**src/rtl/uart_forward_fifo.sv**
```systemverilog
// Forwarding FIFO between a UART RX driver and a UART TX driver, with optional
// single-word substitution and a tx_start/tx_ready replay handshake.
module uart_forward_fifo #(
    parameter int DATA_WIDTH = 8,
    parameter int FIFO_DEPTH = 16
) (
    input  logic                            sys_clk,
    input  logic                            rst,
    input  logic                            fwd_en,
    input  logic                            rx_new_data,
    input  logic [DATA_WIDTH-1:0]           rx_data,
    input  logic                            tx_ready,
    output logic                            tx_start,
    output logic [DATA_WIDTH-1:0]           tx_data,
    input  logic                            replace_en,
    input  logic [DATA_WIDTH-1:0]           match_data,
    input  logic [DATA_WIDTH-1:0]           replace_data,
    output logic [$clog2(FIFO_DEPTH+1)-1:0] fifo_count,
    output logic                            overflow,
    input  logic                            overflow_clr
);

    localparam int AW = $clog2(FIFO_DEPTH);
    localparam int CW = $clog2(FIFO_DEPTH + 1);
    localparam logic [CW-1:0] DEPTH_C = CW'(FIFO_DEPTH);

    typedef enum logic [1:0] {
        IDLE,
        START,
        BUSY_WAIT,
        DONE_WAIT
    } state_t;

    state_t                state_q;
    state_t                state_d;
    logic [DATA_WIDTH-1:0] mem [FIFO_DEPTH];
    logic [AW-1:0]         wr_ptr;
    logic [AW-1:0]         rd_ptr;
    logic [DATA_WIDTH-1:0] wr_word;
    logic                  push_req;
    logic                  full;
    logic                  push;
    logic                  pop;
    logic                  lost;

    assign push_req = rx_new_data && fwd_en;
    assign full     = (fifo_count == DEPTH_C);
    assign wr_word  = (replace_en && (rx_data == match_data)) ? replace_data : rx_data;
    // A pop in the same cycle frees the slot, so a push while full still lands.
    assign push     = push_req && (!full || pop);
    assign lost     = push_req && full && !pop;

    // NOTE: every variable written here gets a default first, so no latch is inferred.
    always_comb begin
        state_d = state_q;
        pop     = 1'b0;
        case (state_q)
            IDLE: begin
                if ((fifo_count != '0) && fwd_en && tx_ready) begin
                    pop     = 1'b1;
                    state_d = START;
                end
            end
            START:     state_d = BUSY_WAIT;
            BUSY_WAIT: if (!tx_ready) state_d = DONE_WAIT;
            DONE_WAIT: if (tx_ready) state_d = IDLE;
            default:   state_d = IDLE;
        endcase
    end

    // NOTE: sequential state uses non-blocking assignments so every flop samples pre-edge values.
    always_ff @(posedge sys_clk or negedge rst) begin
        if (!rst) begin
            state_q    <= IDLE;
            wr_ptr     <= '0;
            rd_ptr     <= '0;
            fifo_count <= '0;
            overflow   <= 1'b0;
            tx_start   <= 1'b0;
            tx_data    <= '0;
        end else begin
            state_q  <= state_d;
            tx_start <= pop;
            if (push) wr_ptr <= wr_ptr + AW'(1);
            if (pop) begin
                rd_ptr  <= rd_ptr + AW'(1);
                tx_data <= mem[rd_ptr];
            end
            case ({push, pop})
                2'b10:   fifo_count <= fifo_count + CW'(1);
                2'b01:   fifo_count <= fifo_count - CW'(1);
                default: fifo_count <= fifo_count;
            endcase
            if (lost) begin
                overflow <= 1'b1;
            end else if (overflow_clr) begin
                overflow <= 1'b0;
            end
        end
    end

    // NOTE: storage has no reset; pointers and count define which entries are valid.
    always_ff @(posedge sys_clk) begin
        if (push) mem[wr_ptr] <= wr_word;
    end

endmodule

```
**config.mk**
```make
export PLATFORM = sky130hd
export DESIGN_NAME = uart_forward_fifo
export DESIGN_NICKNAME = d
export VERILOG_FILES = /design/src/rtl/uart_forward_fifo.sv
export SDC_FILE = /design/constraint.sdc
export NUM_CORES = 1
export LEC_CHECK = 0
export CORE_ASPECT_RATIO = 0.75
export CORE_MARGIN = 10
export CORE_UTILIZATION = 45
export DETAILED_ROUTE_END_ITERATION = 10
export GPL_TIMING_DRIVEN = 0
export SETUP_SLACK_MARGIN = 0.2
export SLEW_MARGIN = 25
export SYNTH_ARGS = -nofsm -noshare
export SYNTH_HDL_FRONTEND = slang
export SYNTH_SLANG_ARGS = --single-unit
```
**constraint.sdc**
```tcl
create_clock -name sys_clk -period 2.5 [get_ports sys_clk]
set_input_delay 0.5 -clock sys_clk [delete_from_list [all_inputs] [get_ports sys_clk]]
set_output_delay 0.5 -clock sys_clk [all_outputs]
set_load 0.03 [all_outputs]
```
==> flow_summary.ini, run 1 <==
[logic_synthesis]
synth.distinct_cells = 48
syn_nets = 406
async_reset_ff_frac = 0.163
syn_area_per_cell_sq_um = 17.8
synth_edf_count = 128
synth-seq-area-share = 0.689
synth_ff_type = edfxtp_1
syn_area_sq_mm = 0.00648
synthCells = 364
ys_ff_latch = 153
ys_warn_count = 0

[global_routing]
first_global_vias = 3643
grt_max_degree = 26
gr-total-overflow = 0
grt_pass1_wl_um = 22200
antenna_found_initial = 0
grt_use_total = 0.156

[route]
via_count = 3551
viasPerCell = 5.45
drtAntennaViolNets = 0
drtPass1Iterations = 5
drc = 0
wirelength_um = 14700
drt-wirelength-per-cell_um = 22.6
first_iter_violations = 270

[critical_path]
endpoint_kind = flip-flop
crit_required_ns = 2.84
crit_type = reg2reg
critPathLaunchType = flip-flop
arrival_ns = 2.68
crit_fanout = 4
worstRegToRegCells = 10

[power_and_ir_drop]
vdd_ir_drop_max_mv = 0.587
switching_share = 0.312
clockPowerShare = 0.304
total_power_mw = 8.62
combPwrFrac = 0.317
power_frac_seq = 0.379
p_int_mw = 5.93
p_leak_nw = 2.80
power.density_mw_per_mm2 = 1060
p_sw_mw = 2.69

[layout]
antenna_cells = 0
final_common_cell = edfxtp_1
drive_above_1_share = 0.307
mostFrequentLayoutCells = 128 x edfxtp_1, 44 x clkdlybuf4s50_1, 31 x mux4_2
seqCellArea_sq_mm = 0.00447
fillCellCount = 1064
syn_to_final_growth_pct = 25.2
multi_input_area_sq_mm = 0.00204
layout.nets = 485

[sta]
post-route-min-period_ns = 2.34
worst_pin_slew_ns = 0.693
rsz0062_at_grt = yes
hold_viol = 0
slew_viol_final = 0
max_slew_margin = 0.538
fin_crit_sh = 0.937
fin_tns_setup_ns = 0
setup_viol = 0
fin_worst_skew_ns = 0.0116
max_clock_freq_mhz = 427

[clock_network]
clock_path_buffers = 2
path_clk_slew_ns = 0.06
clk-insertion-delay-late_ns = 0.42
cts_tree = done
htreeDepth = 4
hold_buffers = 0
clock-sinks = 153
numCtsBuffers = 17
root_buffer = clkbuf_16

[placed_design]
dpl.hpwl_um = 9890
globalplace.congestion = 0.733
portBuffers = 45

[floorplanning]
fp.dieW_um = 159
rows = 37
start_util = 0.465
die_h_um = 124
core_area_sq_mm = 0.0139
pin_count = 46
die_area_sq_mm = 0.0197

[outcome]
outcome = finished clean

[flow_run]
maxCapViolations = 0

[hold_path]
min_path_type = in2async
-- timing repair --
item	CTS	global route
resized for setup	30	20
cloned	0	0
setup buffers	11	4
pin swaps	9	6
endpoints found under the setup margin	138	268
-- power groups by stage --
stage | sequential [mW] | clock (mW) | combinational, mW
3_5_place_dp | 3.30 | 0 | 2.57
6_report | 3.27 | 2.62 | 2.73
2_1_floorplan | 3.45 | 0 | 1.57
3_3_place_gp | 3.29 | 0 | 2.54
5_1_grt | 3.30 | 2.75 | 2.95
4_1_cts | 3.25 | 2.64 | 2.71
-- per-layer routing --
layer	global-route usage	part of all wire	vias to the layer above
met5	0	0	-
met4	0.0479	0.0051	0
met3	0.0382	0.054	4
met2	0.229	0.46	83
met1	0.225	0.48	1867
li1	-	-	1597
-- cell usage after synthesis (2+ instances only) --
library cell  instances  area share
nand2b_1              2      0.0019
a31oi_1               3      0.0029
ha_1                 11       0.021
mux4_2               31        0.11
inv_1                13      0.0075
o21ai_0               4      0.0031
xnor2_1              16       0.022
and3b_1               2      0.0027
nor3_2                2      0.0031
xor2_1                2      0.0027
clkbuf_1              6      0.0035
and2_1               13       0.013
nor2_1                9      0.0052
buf_2                 7      0.0054
buf_6                 2      0.0035
a21oi_1               3      0.0023
nor3b_1               2      0.0023
edfxtp_1            128        0.59
or3_1                 3      0.0029
nand2_1              18       0.010
nand3_1               3      0.0023
nand4_1               3      0.0029
dfrtp_1              25       0.096
mux2i_1              17       0.026
mux2_2               10       0.017
o221ai_1              7      0.0095
-- area by class of cell --
| class | instances | area share |
|---|---|---|
| Timing Repair Buffer | 60 | 0.0749 |
| Inverter | 14 | 0.00648 |
| Clock inverter | 12 | 0.0185 |
| Sequential cell | 153 | 0.551 |
| Buffer | 15 | 0.0114 |
| Multi-Input combinational cell | 182 | 0.251 |
| Tap cell | 195 | 0.0301 |
| Clock buffer | 20 | 0.0563 |
-- metrics by stage --
stage          hold slack, ns  cells  area [sq um]  utilization  setup slack, ns
2_1_floorplan           0.204    364          6500            -            0.196
3_3_place_gp            0.468    604          7190        0.516            -1.07
3_5_place_dp            0.488    604          7190        0.516            -1.04
4_1_cts                 0.130    647          8020        0.575           0.0944
5_1_grt                 0.153    651          8120        0.582            0.128
6_report                0.119    651          8120        0.582            0.157
-- kinds of logic after synthesis --
family,Yosys count,synth area share
AO/OA/AOI/OAI,29,0.0349
XOR/XNOR,18,0.0243
adder cells (fa/ha/maj),11,0.0212
buffers and inverters,29,0.0205
flip-flops,153,0.689
multiplexers,59,0.153
AND/OR/NAND/NOR,65,0.0567
-- worst max-delay path, stage by stage (launching register included) --
cell and delay (ns):
dfrtp_2 0.41, buf_6 0.13, or4_4 0.47, buf_6 0.14
o21ai_4 0.14, o21ai_1 0.09, ha_2 0.20, o31ai_2 0.20
nand2b_1 0.12, a32oi_2 0.22, xnor2_1 0.14
-- sequential cells by signal, indices dropped and copies added, names as in the netlist --
signal      flops
fifo_count      5
tx_data         8
state_q         2
overflow        1
mem           128
wr_ptr          4
tx_start        1
rd_ptr          4
-- final timing paths --
path | from | endpoint | slack (ns)
setup reg to reg | fifo_count[1] | fifo_count[4] | 0.16
setup / recovery | fifo_count[1] | fifo_count[4] | 0.16
min in group sys_clk | tx_data[1] | tx_data[1] | 0.49
hold / removal | rst | fifo_count[0] | 0.12
hold reg to reg | tx_data[1] | tx_data[1] | 0.49
max in group asynchronous | rst | fifo_count[2] | 1.89
No activity file was read; power rests on OpenSTA's default activity.
==> inputs of run 2 (changes only) <==
--- a/config.mk
+++ b/config.mk
@@ -8,8 +8,10 @@
 export CORE_ASPECT_RATIO = 0.75
 export CORE_MARGIN = 10
 export CORE_UTILIZATION = 45
+export CTS_CLUSTER_SIZE = 16
 export DETAILED_ROUTE_END_ITERATION = 10
 export GPL_TIMING_DRIVEN = 0
+export RECOVER_POWER = 100
 export SETUP_SLACK_MARGIN = 0.2
 export SLEW_MARGIN = 25
 export SYNTH_ARGS = -nofsm -noshare
==> run 2 against run 1 <==
Against the previous run:
- the flow now finishes with violations (capacitance limit, slew limit)
- total power decreased by 1.0%
- worst setup slack gained 0.028 ns
- sequential cell count unchanged
- sequential share of layout area increased by 0.45 points
- critical path type unchanged
==> flow_summary.ini, run 2 (same netlist as run 1, synthesis figures left out) <==
[route]
first_iter_violations = 297
drtAntennaViolNets = 0
via_count = 3543
wirelength_um = 14700
drtPass1Iterations = 4
drt-wirelength-per-cell_um = 22.5
drc = 0
viasPerCell = 5.44

[layout]
largest_registers = mem (128), tx_data (8), fifo_count (5)
layout.nets = 485
fin_util = 0.578
largest_register = mem
final_common_cell = edfxtp_1
antenna_cells = 0
drive_above_1_share = 0.289
syn_to_final_growth_pct = 24.1
largest_reg_flops = 128
mostFrequentLayoutCells = 128 x edfxtp_1, 31 x mux4_2, 29 x clkdlybuf4s50_1

[sta]
max_clock_freq_mhz = 432
max_slew_margin = -0.101
fin_tns_setup_ns = 0
hold_viol = 0
post-route-min-period_ns = 2.31
fin_worst_skew_ns = 0.00970
holdWs_ns = 0.486
fin_crit_sh = 0.926
worst_pin_slew_ns = 1.65
setup_viol = 0
timing.final.ws_setup_ns = 0.185
rsz0062_at_grt = yes
slew_viol_final = 26

[outcome]
outcome = complete, but fails checks
violations = capacitance limit, slew limit

[clock_network]
root_buffer = clkbuf_16
clock_path_buffers = 2
cts_tree = done
clock-sinks = 153
path_clk_slew_ns = 0.06
clk-insertion-delay-late_ns = 0.42
hold_buffers = 0
numCtsBuffers = 17
htreeDepth = 4

[global_routing]
grt_max_degree = 26
grt_pass1_wl_um = 22200
grt_use_total = 0.156
first_global_vias = 3643
antenna_found_initial = 0
gr-total-overflow = 0

[critical_path]
endpoint_kind = flip-flop
critPathLaunchType = flip-flop
r2r_setup_slack_ns = 0.19
worstRegToRegCells = 10
crit_type = reg2reg
crit_fanout = 4
arrival_ns = 2.65
crit_required_ns = 2.84

[power_and_ir_drop]
p_leak_nw = 2.79
power.density_mw_per_mm2 = 1060
total_power_mw = 8.53
vdd_ir_drop_max_mv = 0.586

[floorplanning]
core_area_sq_mm = 0.0139
die_h_um = 124
start_util = 0.465
fp.dieW_um = 159
rows = 37
die_area_sq_mm = 0.0197
pin_count = 46

[placed_design]
globalplace.congestion = 0.733
portBuffers = 45
dpl.hpwl_um = 9890
dp_slack_ns = -1.04

[hold_path]
min_path_type = in2async

[flow_run]
maxCapViolations = 1
run 2: cell count changes in the layout (fill, tap and decap cells not counted), moves of 2 or more:
cell,before,now
clkbuf_2,4,6
buf_4,11,9
clkdlybuf4s50_1,44,29
nor2_4,4,1
dlygate4sd3_1,0,15
nor2_1,5,8
clkbuf_1,3,5
run 2: power by group:
group,internal [mW],total (mW),switching (mW)
Sequential,3.06,3.26,0.194
Clock,1.62,2.62,0.999
Combinational,1.20,2.66,1.46
Total,5.88,8.53,2.65
run 2: final cells by class:
cell class                 count  area [sq um]
clock buffer                  20           457
fill                        1073          5890
buffer                        15          90.1
clock inverter                12           150
inverter                      14          52.6
tap                          195           244
multi-input combinational    182          1990
timing repair buffer          60           588
sequential                   153          4470
run 2: routing by layer:
layer	vias up	wire length [um]	part of all wire	track usage
met4	0	123	0.0084	0.0479
met1	1850	6990	0.48	0.225
li1	1602	-	-	-
met5	-	0	0	0
met2	81	6690	0.46	0.229
met3	10	863	0.059	0.0382
run 2: final timing paths:
| path | from | end |
|---|---|---|
| setup / recovery | fifo_count[1] | fifo_count[4] |
| hold / removal | rst | fifo_count[1] |
| setup reg to reg | fifo_count[1] | fifo_count[4] |
| hold reg to reg | tx_data[1] | tx_data[1] |
| max in group asynchronous | rst | fifo_count[2] |
| min in group sys_clk | tx_data[1] | tx_data[1] |
run 2: repair_timing:
| action | in CTS | in global routing |
|---|---|---|
| setup endpoints to repair | 138 | 268 |
| hold endpoints to repair | 0 | 0 |
| gates cloned | 0 | 0 |
| buffers inserted | 11 | 4 |
| resized for setup | 30 | 20 |
| pin swaps | 9 | 6 |
run 2: worst max-delay path, cell delays in order (launching register included):
cell and delay, ns:
dfrtp_2 0.40, buf_6 0.13, or4_4 0.47, buf_6 0.14
o21ai_4 0.14, o21ai_1 0.09, ha_2 0.20, o31ai_2 0.19
nand2b_1 0.11, a32oi_2 0.21, xnor2_1 0.13
run 2: metrics by stage:
step / std cells / area [sq um]
final: 651 / 8050
after global routing: 651 / 8050
after CTS: 647 / 8020
after detailed placement: 604 / 7190
after global placement: 604 / 7190
after floorplan: 364 / 6500
